[config.mk]
export PLATFORM = sky130hd
export DESIGN_NAME = sdmod_ctrl_flat
export DESIGN_NICKNAME = d
export VERILOG_FILES = /design/src/rtl/sdmod_ctrl_if.sv /design/src/rtl/sdmod_ctrl.sv /design/src/flat_wrapper.sv
export SDC_FILE = /design/constraint.sdc
export NUM_CORES = 1
export LEC_CHECK = 0
export CAP_MARGIN = 5
export CORE_AREA = 2 2 133 135
export CTS_BUF_LIST = sky130_fd_sc_hd__clkbuf_8
export DETAILED_ROUTE_END_ITERATION = 8
export DIE_AREA = 0 0 135 137
export PLACE_DENSITY = 0.54
export SETUP_SLACK_MARGIN = 0.1
export SYNTH_ARGS = -nofsm -noshare
export SYNTH_HDL_FRONTEND = slang
export SYNTH_SLANG_ARGS = --single-unit
[constraint.sdc]
create_clock -name clk_i -period 2.05 [get_ports clk_i]
set_input_delay 0.205 -clock clk_i [delete_from_list [all_inputs] [get_ports clk_i]]
set_output_delay 0.205 -clock clk_i [all_outputs]
set_load 0.02 [all_outputs]
[src/rtl/sdmod_ctrl_if.sv]
// Signal bundle between the SIGNAL-field sequencer and its neighbours:
// upstream sample stream, SDMOD sample/bit links, DATA path and parsed SIGNAL results.
interface sdmod_ctrl_if;
    logic               start;
    logic               abort;
    logic signed [11:0] di_re;
    logic signed [11:0] di_im;
    logic               di_vld;
    logic               di_rdy;
    logic        [11:0] sd_re;
    logic        [11:0] sd_im;
    logic               sd_vld;
    logic               sd_bit;
    logic               sd_bit_vld;
    logic        [11:0] dd_re;
    logic        [11:0] dd_im;
    logic               dd_vld;
    logic        [3:0]  rate;
    logic        [11:0] length;
    logic               sig_vld;
    logic               sig_err;
    logic               busy;

    modport slave (
        input  start, abort, di_re, di_im, di_vld, sd_bit, sd_bit_vld,
        output di_rdy, sd_re, sd_im, sd_vld, dd_re, dd_im, dd_vld,
               rate, length, sig_vld, sig_err, busy
    );

    modport master (
        output start, abort, di_re, di_im, di_vld, sd_bit, sd_bit_vld,
        input  di_rdy, sd_re, sd_im, sd_vld, dd_re, dd_im, dd_vld,
               rate, length, sig_vld, sig_err, busy
    );
endinterface

[src/rtl/sdmod_ctrl.sv]
// Packet sequencer around the SIGNAL-field demodulator: feeds the SIGNAL symbol to SDMOD,
// parses the returned bits, then routes DATA samples. Macro SDMOD_CTRL_RATE_CHK_EN adds rate/tail checks.
//
// state    | meaning
// ---------+-----------------------------------------------------------
// IDLE     | waiting for start, input closed
// SIG_FEED | forwarding NSC SIGNAL samples to SDMOD
// SIG_WAIT | input closed, collecting NBIT decoded bits, timeout running
// SIG_CHK  | single cycle: parity/reserved (and optional) checks
// DATA     | forwarding samples to the DATA path until abort/start
module sdmod_ctrl #(
    parameter int NSC     = 48,
    parameter int NBIT    = 24,
    parameter int TIMEOUT = 1023
) (
    input logic         clk_i,
    input logic         rst_n_i,
    sdmod_ctrl_if.slave bus
);
    localparam int SCW = $clog2(NSC);
    localparam int BCW = $clog2(NBIT + 1);
    localparam int TW  = $clog2(TIMEOUT + 1);

    typedef enum logic [2:0] {
        IDLE     = 3'd0,
        SIG_FEED = 3'd1,
        SIG_WAIT = 3'd2,
        SIG_CHK  = 3'd3,
        DATA     = 3'd4
    } state_t;

    state_t            state_q, state_d;
    logic [SCW-1:0]    smp_cnt_q, smp_cnt_d;
    logic [BCW-1:0]    bit_cnt_q, bit_cnt_d;
    logic [TW-1:0]     tmr_q, tmr_d;
    logic [NBIT-1:0]   sr_q, sr_d;
    logic [11:0]       sd_re_q, sd_re_d, sd_im_q, sd_im_d;
    logic              sd_vld_q, sd_vld_d;
    logic [11:0]       dd_re_q, dd_re_d, dd_im_q, dd_im_d;
    logic              dd_vld_q, dd_vld_d;
    logic [3:0]        rate_q, rate_d;
    logic [11:0]       length_q, length_d;
    logic              sig_vld_q, sig_vld_d;
    logic              sig_err_q, sig_err_d;
    logic              di_rdy;
    logic              xfer;
    logic              pass;

    assign di_rdy = (state_q == SIG_FEED) || (state_q == DATA);
    assign xfer   = bus.di_vld && di_rdy;

`ifdef SDMOD_CTRL_RATE_CHK_EN
    // Legal 802.11a rate codes all have R4 set; tail bits must be zero.
    assign pass = !(^sr_q[17:0]) && !sr_q[4] && sr_q[3] && (sr_q[NBIT-1:18] == '0);
`else
    logic unused_tail;
    assign unused_tail = ^sr_q[NBIT-1:18];
    assign pass = !(^sr_q[17:0]) && !sr_q[4];
`endif

    always_comb begin
        state_d   = state_q;
        smp_cnt_d = smp_cnt_q;
        bit_cnt_d = bit_cnt_q;
        tmr_d     = tmr_q;
        sr_d      = sr_q;
        sd_re_d   = sd_re_q;
        sd_im_d   = sd_im_q;
        sd_vld_d  = 1'b0;
        dd_re_d   = dd_re_q;
        dd_im_d   = dd_im_q;
        dd_vld_d  = 1'b0;
        rate_d    = rate_q;
        length_d  = length_q;
        sig_vld_d = 1'b0;
        sig_err_d = 1'b0;

        case (state_q)
            IDLE: ;
            SIG_FEED: begin
                if (xfer) begin
                    sd_re_d  = bus.di_re;
                    sd_im_d  = bus.di_im;
                    sd_vld_d = 1'b1;
                    if (smp_cnt_q == SCW'(NSC - 1)) begin
                        smp_cnt_d = '0;
                        bit_cnt_d = '0;
                        tmr_d     = TW'(TIMEOUT - 1);
                        state_d   = SIG_WAIT;
                    end else begin
                        smp_cnt_d = smp_cnt_q + 1'b1;
                    end
                end
            end
            SIG_WAIT: begin
                // A completing bit wins over a coincident timeout.
                if (bus.sd_bit_vld) begin
                    sr_d      = {bus.sd_bit, sr_q[NBIT-1:1]};
                    bit_cnt_d = bit_cnt_q + 1'b1;
                end
                if (bus.sd_bit_vld && (bit_cnt_q == BCW'(NBIT - 1))) begin
                    state_d = SIG_CHK;
                end else if (tmr_q == '0) begin
                    sig_err_d = 1'b1;
                    state_d   = IDLE;
                end else begin
                    tmr_d = tmr_q - 1'b1;
                end
            end
            SIG_CHK: begin
                if (pass) begin
                    rate_d    = sr_q[3:0];
                    length_d  = sr_q[16:5];
                    sig_vld_d = 1'b1;
                    state_d   = DATA;
                end else begin
                    sig_err_d = 1'b1;
                    state_d   = IDLE;
                end
            end
            DATA: begin
                if (xfer) begin
                    dd_re_d  = bus.di_re;
                    dd_im_d  = bus.di_im;
                    dd_vld_d = 1'b1;
                end
            end
            default: state_d = IDLE;
        endcase

        if (bus.abort && (state_q == SIG_FEED || state_q == SIG_WAIT || state_q == DATA)) begin
            state_d   = IDLE;
            sig_err_d = 1'b0;
        end

        // Restart overrides everything except the sample already accepted this cycle.
        if (bus.start) begin
            state_d   = SIG_FEED;
            smp_cnt_d = '0;
            bit_cnt_d = '0;
            tmr_d     = '0;
            sr_d      = '0;
            rate_d    = rate_q;
            length_d  = length_q;
            sig_vld_d = 1'b0;
            sig_err_d = 1'b0;
        end
    end

    always_ff @(posedge clk_i or negedge rst_n_i) begin
        if (!rst_n_i) begin
            state_q   <= IDLE;
            smp_cnt_q <= '0;
            bit_cnt_q <= '0;
            tmr_q     <= '0;
            sr_q      <= '0;
            sd_re_q   <= '0;
            sd_im_q   <= '0;
            sd_vld_q  <= 1'b0;
            dd_re_q   <= '0;
            dd_im_q   <= '0;
            dd_vld_q  <= 1'b0;
            rate_q    <= '0;
            length_q  <= '0;
            sig_vld_q <= 1'b0;
            sig_err_q <= 1'b0;
        end else begin
            state_q   <= state_d;
            smp_cnt_q <= smp_cnt_d;
            bit_cnt_q <= bit_cnt_d;
            tmr_q     <= tmr_d;
            sr_q      <= sr_d;
            sd_re_q   <= sd_re_d;
            sd_im_q   <= sd_im_d;
            sd_vld_q  <= sd_vld_d;
            dd_re_q   <= dd_re_d;
            dd_im_q   <= dd_im_d;
            dd_vld_q  <= dd_vld_d;
            rate_q    <= rate_d;
            length_q  <= length_d;
            sig_vld_q <= sig_vld_d;
            sig_err_q <= sig_err_d;
        end
    end

    assign bus.di_rdy  = di_rdy;
    assign bus.sd_re   = sd_re_q;
    assign bus.sd_im   = sd_im_q;
    assign bus.sd_vld  = sd_vld_q;
    assign bus.dd_re   = dd_re_q;
    assign bus.dd_im   = dd_im_q;
    assign bus.dd_vld  = dd_vld_q;
    assign bus.rate    = rate_q;
    assign bus.length  = length_q;
    assign bus.sig_vld = sig_vld_q;
    assign bus.sig_err = sig_err_q;
    assign bus.busy    = (state_q != IDLE);
endmodule

[src/flat_wrapper.sv]
// flat-port wrapper written by rule: the top's interface ports become plain ports
module sdmod_ctrl_flat 
#(
    parameter int NSC     = 48,
    parameter int NBIT    = 24,
    parameter int TIMEOUT = 1023
)
  (clk_i, rst_n_i, bus_start, bus_abort, bus_di_re, bus_di_im, bus_di_vld, bus_sd_bit, bus_sd_bit_vld, bus_di_rdy, bus_sd_re, bus_sd_im, bus_sd_vld, bus_dd_re, bus_dd_im, bus_dd_vld, bus_rate, bus_length, bus_sig_vld, bus_sig_err, bus_busy);
  sdmod_ctrl_if bus_i ();
  input logic clk_i;
  input logic rst_n_i;
  input wire logic [$bits(bus_i.start)-1:0] bus_start;
  input wire logic [$bits(bus_i.abort)-1:0] bus_abort;
  input wire logic [$bits(bus_i.di_re)-1:0] bus_di_re;
  input wire logic [$bits(bus_i.di_im)-1:0] bus_di_im;
  input wire logic [$bits(bus_i.di_vld)-1:0] bus_di_vld;
  input wire logic [$bits(bus_i.sd_bit)-1:0] bus_sd_bit;
  input wire logic [$bits(bus_i.sd_bit_vld)-1:0] bus_sd_bit_vld;
  output wire logic [$bits(bus_i.di_rdy)-1:0] bus_di_rdy;
  output wire logic [$bits(bus_i.sd_re)-1:0] bus_sd_re;
  output wire logic [$bits(bus_i.sd_im)-1:0] bus_sd_im;
  output wire logic [$bits(bus_i.sd_vld)-1:0] bus_sd_vld;
  output wire logic [$bits(bus_i.dd_re)-1:0] bus_dd_re;
  output wire logic [$bits(bus_i.dd_im)-1:0] bus_dd_im;
  output wire logic [$bits(bus_i.dd_vld)-1:0] bus_dd_vld;
  output wire logic [$bits(bus_i.rate)-1:0] bus_rate;
  output wire logic [$bits(bus_i.length)-1:0] bus_length;
  output wire logic [$bits(bus_i.sig_vld)-1:0] bus_sig_vld;
  output wire logic [$bits(bus_i.sig_err)-1:0] bus_sig_err;
  output wire logic [$bits(bus_i.busy)-1:0] bus_busy;
  assign bus_i.start = bus_start;
  assign bus_i.abort = bus_abort;
  assign bus_i.di_re = bus_di_re;
  assign bus_i.di_im = bus_di_im;
  assign bus_i.di_vld = bus_di_vld;
  assign bus_i.sd_bit = bus_sd_bit;
  assign bus_i.sd_bit_vld = bus_sd_bit_vld;
  assign bus_di_rdy = bus_i.di_rdy;
  assign bus_sd_re = bus_i.sd_re;
  assign bus_sd_im = bus_i.sd_im;
  assign bus_sd_vld = bus_i.sd_vld;
  assign bus_dd_re = bus_i.dd_re;
  assign bus_dd_im = bus_i.dd_im;
  assign bus_dd_vld = bus_i.dd_vld;
  assign bus_rate = bus_i.rate;
  assign bus_length = bus_i.length;
  assign bus_sig_vld = bus_i.sig_vld;
  assign bus_sig_err = bus_i.sig_err;
  assign bus_busy = bus_i.busy;
  sdmod_ctrl #(.NSC(NSC), .NBIT(NBIT), .TIMEOUT(TIMEOUT)) u_core (.clk_i(clk_i), .rst_n_i(rst_n_i), .bus(bus_i));
endmodule
Word level (Yosys, flattened, before mapping). Cells that the tools add are included.

$add $sub $neg: 3. Bitwise gates (word level): 1. Muxes and demuxes: 38. Eq/ne operators: 15. Reduce and logical (&&, ||, !) cells: 27.

Operators with widths (number): two-way mux 24 bit (3); two-way mux 10 bit (5); two-way mux 6 bit (4); two-way mux 3 bit (7); two-way mux 5 bit (4); one-hot mux 10 bit (2 select lines) (1); XOR reduction 18 bit (1); inequality test 3 bit (second input constant) (4); one-hot mux 3 bit (4 select lines) (1); two-way mux 1 bit (11); zero test 10 bit (1); one-hot mux 5 bit (2 select lines) (1); subtractor 10 x 1 -> 10 bit (second input constant) (1); AND reduction 2 bit (4); AND reduction 4 bit (2); nonzero test 2 bit (4); adder 6 x 1 -> 6 bit (second input constant) (1); equality test 3 x 2 -> 1 bit (second input constant) (2); equality test 6 bit (second input constant) (1); nonzero test 3 bit (2); adder 5 x 1 -> 5 bit (second input constant) (1); equality test 5 bit (second input constant) (1); inequality test 5 x 3 -> 1 bit (second input constant) (1); AND reduction 5 bit (1); 14 further kinds (20).

Input port bits: 31. Word-level logic and storage cells: 99. Output and inout port bits: 70. Flip-flop bits (word level): 116.

Depth between registers and ports, before layout.
Word-level depth: 7. Gate-level depth with buffers: 7. Gate-level depth less buffers: 7.

Least setup slack after synthesis. OpenSTA, ideal clock, no wires.

Kind: register to register. From: register u_core.sr_q[9]. To: register u_core.length_q[2] (netlist: u_core.bus.length[2]). Buffers on the path: 1. Arrival time: 1982 ps. Required time: 1925 ps. Stages on the path, launching flop included: 7. Slack: -57 ps. Library setup time: 125 ps. Cell sequence: dfrtp_1 xnor2_1 xnor2_2 xnor3_2 mux2i_4 buf_12 mux2_4.

Cells in the longest elaborated chain, start to end: 4.

RTL lines: start, declared (line sdmod_ctrl.sv:36) `logic [NBIT-1:0] sr_q, sr_d;`; start signal, assigned (line sdmod_ctrl.sv:172) `sr_q <= sr_d;`; XOR reduction 18 bit (line sdmod_ctrl.sv:58) `assign pass = !(^sr_q[17:0]) && !sr_q[4];`; zero test 1 bit (line sdmod_ctrl.sv:58); logical AND 1 bit (line sdmod_ctrl.sv:58); AND reduction 3 bit (no source line); end signal, assigned (line sdmod_ctrl.sv:180) `length_q <= length_d;`; end, declared (line sdmod_ctrl.sv:42) `logic [11:0] length_q, length_d;`.

Every way passes these cells. A chain may end at the register's enable or synchronous reset.

Worst setup path in the final report.
From: register u_core.sr_q[13]. To: register u_core.rate_q[1] (netlist: u_core.bus.rate[1]).

Cells in the longest elaborated chain, start to end: 4.

RTL lines: XOR reduction 18 bit (line sdmod_ctrl.sv:58); zero test 1 bit (line sdmod_ctrl.sv:58); logical AND 1 bit (line sdmod_ctrl.sv:58); AND reduction 3 bit (no source line); end signal, assigned (line sdmod_ctrl.sv:179) `rate_q <= rate_d;`; end, declared (line sdmod_ctrl.sv:41) `logic [3:0] rate_q, rate_d;`.

Every way passes these cells.

==> summary.txt <==
Cells and area
  – Nets: 563
  – Fin cells: 766
  – Final core occ: 0.4189
  – N_diodes: 0
  – Synthesis-to-layout area growth: 42.06%
  – Layout cells sized above 1: 0.2976

Synth
  – Cell with the most instances after synthesis: dfrtp_1
  – Post-synth top cells: dfrtp_1 (116), mux2_2 (58), a22o_1 (29), a21oi_1 (16), nor2_1 (14)
  – Synth top area cells: dfrtp_1 (58%), mux2_2 (13%), a22o_1 (5.0%)
  – Leading area contributor after synthesis: dfrtp_1
  – FF+latch count, synth: 116
  – Top FF cell, synth: dfrtp_1
  – Register area share after synthesis: 0.5771
  – Synth cell types: 49
  – Top cell type's share of synthesized area: 0.5771
  – Syn Nets: 417
  – Synthesized area per cell: 13.17 um^2
  – Yosys warns: 0
  – Syn Std Cell Area: 0.005030 mm^2
  – Post-synth ARST share: 1.000
  – EDFF count, synth: 0
  – Cells after Synth: 382

Routing
  – Initial DRC Count: 167
  – Initial DRT Pass Iterations: 5
  – Routed vias: 3625
  – Drt drc: 0
  – Remaining antenna violation count: 0
  – DR vias/cell: 4.732
  – WL per Instance: 15.27 um
  – Final wirelength: 11690 um

Clock tree
  – CTS tree: done
  – Clk pin slew, worst setup/hold paths: 70 ps
  – Root Buffer: clkbuf_8
  – H-Tree Depth: 4
  – CTS Buf Count: 17
  – Clk Latency, worst-skew pair: 450 ps
  – Clock buffer depth: 2
  – Clock Sinks: 116

Power
  – Peak supply drop: 0.5560 mV
  – Switching share of power: 0.2436
  – Logic pwr share: 0.128
  – Pint: 0.004164 W
  – Pleak: 3.254 nW
  – Cell Pwr Density: 770.5 mW/mm^2
  – Net switching power: 0.001341 W
  – Power share of the clock group: 0.422
  – Reg power frac: 0.450

GRT
  – Initial antenna violation count: 0
  – Vias in the first global route: 3816
  – Largest net degree at the start of global routing: 40
  – GRT Overall Usage: 0.1367
  – First-pass GRT wire length: 19330 um
  – Congestion Overflow GR: 0

Critical path
  – Setup crit end kind: flip-flop
  – Crit start category: flip-flop
  – Critical path class: reg -> reg
  – Data arrival, critical path: 2430 ps
  – Critical Path Fanout Max: 15
  – R2r worst-path depth: 6
  – CP required: 2380 ps

Placed design
  – IO Port Bufs: 100
  – Setup WS pre-CTS: -31.87 ps
  – # placed instances: 729
  – GP Congestion: 0.7760
  – HPWL Detailed: 8181 um

Timing
  – Measured slew at the worst slew-check pin: 614.1 ps
  – Final Cycle Share: 1.025
  – Final number of setup-violating endpoints: 15
  – Slew Viols, Final: 0
  – Slew HR: 0.5897
  – FMAX: 475.7 MHz
  – Final hold viol count: 0
  – Worst Clk Skew: 10.68 ps
  – Minimum clock period: 2102 ps
  – Unrepaired setup endpoints after global routing: yes
  – Final WS setup: -52.16 ps

Floorplan
  – Placeable Area: 0.01706 mm^2
  – Die Ht: 137 um
  – # IOs: 101
  – Row Count: 48
  – Initial core utilization: 0.2949
  – Die width: 135 um
  – DIE AREA: 0.01850 mm^2

Status
  – Failing checks: negative setup slack
  – Outcome: finished, violations left

Run
  – Max-cap violations: 0

Min path
  – Hold Crit Class: in -> async
==> worst paths after layout <==
| kind | end | slack, ps | start |
|---|---|---|---|
| hold reg to reg | u_core.sr_q[20] | 500 | u_core.sr_q[21] |
| hold / removal | u_core.tmr_q[6] | 290 | rst_n_i |
| setup reg to reg | u_core.bus.rate[1] | -50 | u_core.sr_q[13] |
| max in group asynchronous | u_core.sr_q[9] | 1150 | rst_n_i |
| min in group clk_i | u_core.bus.sd_im[8] | 390 | bus_di_im[8] |
| setup / recovery | u_core.bus.rate[1] | -50 | u_core.sr_q[13] |
==> logic make-up (layout without fill, tap and decap cells) <==
group,count (synthesis),count (layout),share of synthesized area
muxes,68,68,0.1602
DFF,116,116,0.5771
xor gates and xnor gates,18,18,0.03856
AOI/OAI and AO/OA,83,83,0.1204
and+or+nand+nor,66,66,0.06965
buffers and inverters,27,186,0.02413
adders and majority gates,4,4,0.009951
==> placed cells by master, fill, tap and decap left out, drive strengths merged, types with 5 or more instances in the layout <==
cell type,instances
a21oi,16
a22o,29
buf,46
clkbuf,21
clkdlybuf4s50,97
clkinv,5
dfrtp,116
inv,10
mux2,66
nand2,13
nand3,5
nor2,14
nor3,7
o21ai,13
or3,5
xnor2,12
==> routing by layer <==
metal  global-route usage  up-vias  routed length [um]
li1                     -     1700                   -
met1               0.1645     1813                5059
met2               0.2104       88                5513
met3              0.05037       24                 821
met4              0.07986        0                 299
met5                    0        -                   0
==> registers in the layout, summed over array words and instances, names as in the netlist, 5 cells and up <==
name / cells
u_core.bus.sd_re: 12
u_core.bus.dd_re: 12
u_core.smp_cnt_q: 6
u_core.sr_q: 24
u_core.tmr_q: 10
u_core.bus.dd_im: 12
u_core.bus.length: 12
u_core.bus.sd_im: 12
u_core.bit_cnt_q: 5
==> power by group through the flow <==
stage / Clock (W) / Sequential [W] / Combinational, W
2_1_floorplan: 0 / 0.00263 / 0.000199
3_3_place_gp: 0 / 0.00251 / 0.000704
3_5_place_dp: 0 / 0.00252 / 0.000711
4_1_cts: 0.00240 / 0.00248 / 0.000717
5_1_grt: 0.00249 / 0.00249 / 0.000760
6_report: 0.00232 / 0.00248 / 0.000705
==> critical path, stage by stage (launching register included) <==
cell and delay, ps:
dfrtp_1 390, xnor2_1 170, xnor3_2 490, and3b_1 230
mux2i_4 180, buf_12 190, mux2_2 330
==> layout make-up <==
class | count | area, um^2
inverter | 8 | 30.03
multi-input combinational | 239 | 2091
clock inverter | 12 | 160.2
tap | 225 | 281.5
clock buffer | 20 | 275.3
sequential | 116 | 2904
timing repair buffer | 146 | 1404
fill | 1616 | 9911
==> stage by stage <==
step	hold WS, ps	instance area (um^2)	power (W)	TNS (ps)
6_report	288.0	7146	0.005506	-345.5
2_1_floorplan	-90.59	5041	0.002827	-399.2
4_1_cts	290.7	7109	0.005597	-155.9
3_3_place_gp	244.0	6615	0.003216	0
3_5_place_dp	253.5	6615	0.003229	-199.9
5_1_grt	323.2	7146	0.005741	-1502
==> what timing repair did <==
item | 4_1_cts | 5_1_grt
endpoints found under the setup margin | 22 | 55
endpoints found under the hold margin | 35 | 0
setup buffers | 3 | 1
gates resized for setup | 8 | 13
hold buffers | 1 | 0
Power figures use the tool's default switching activity.
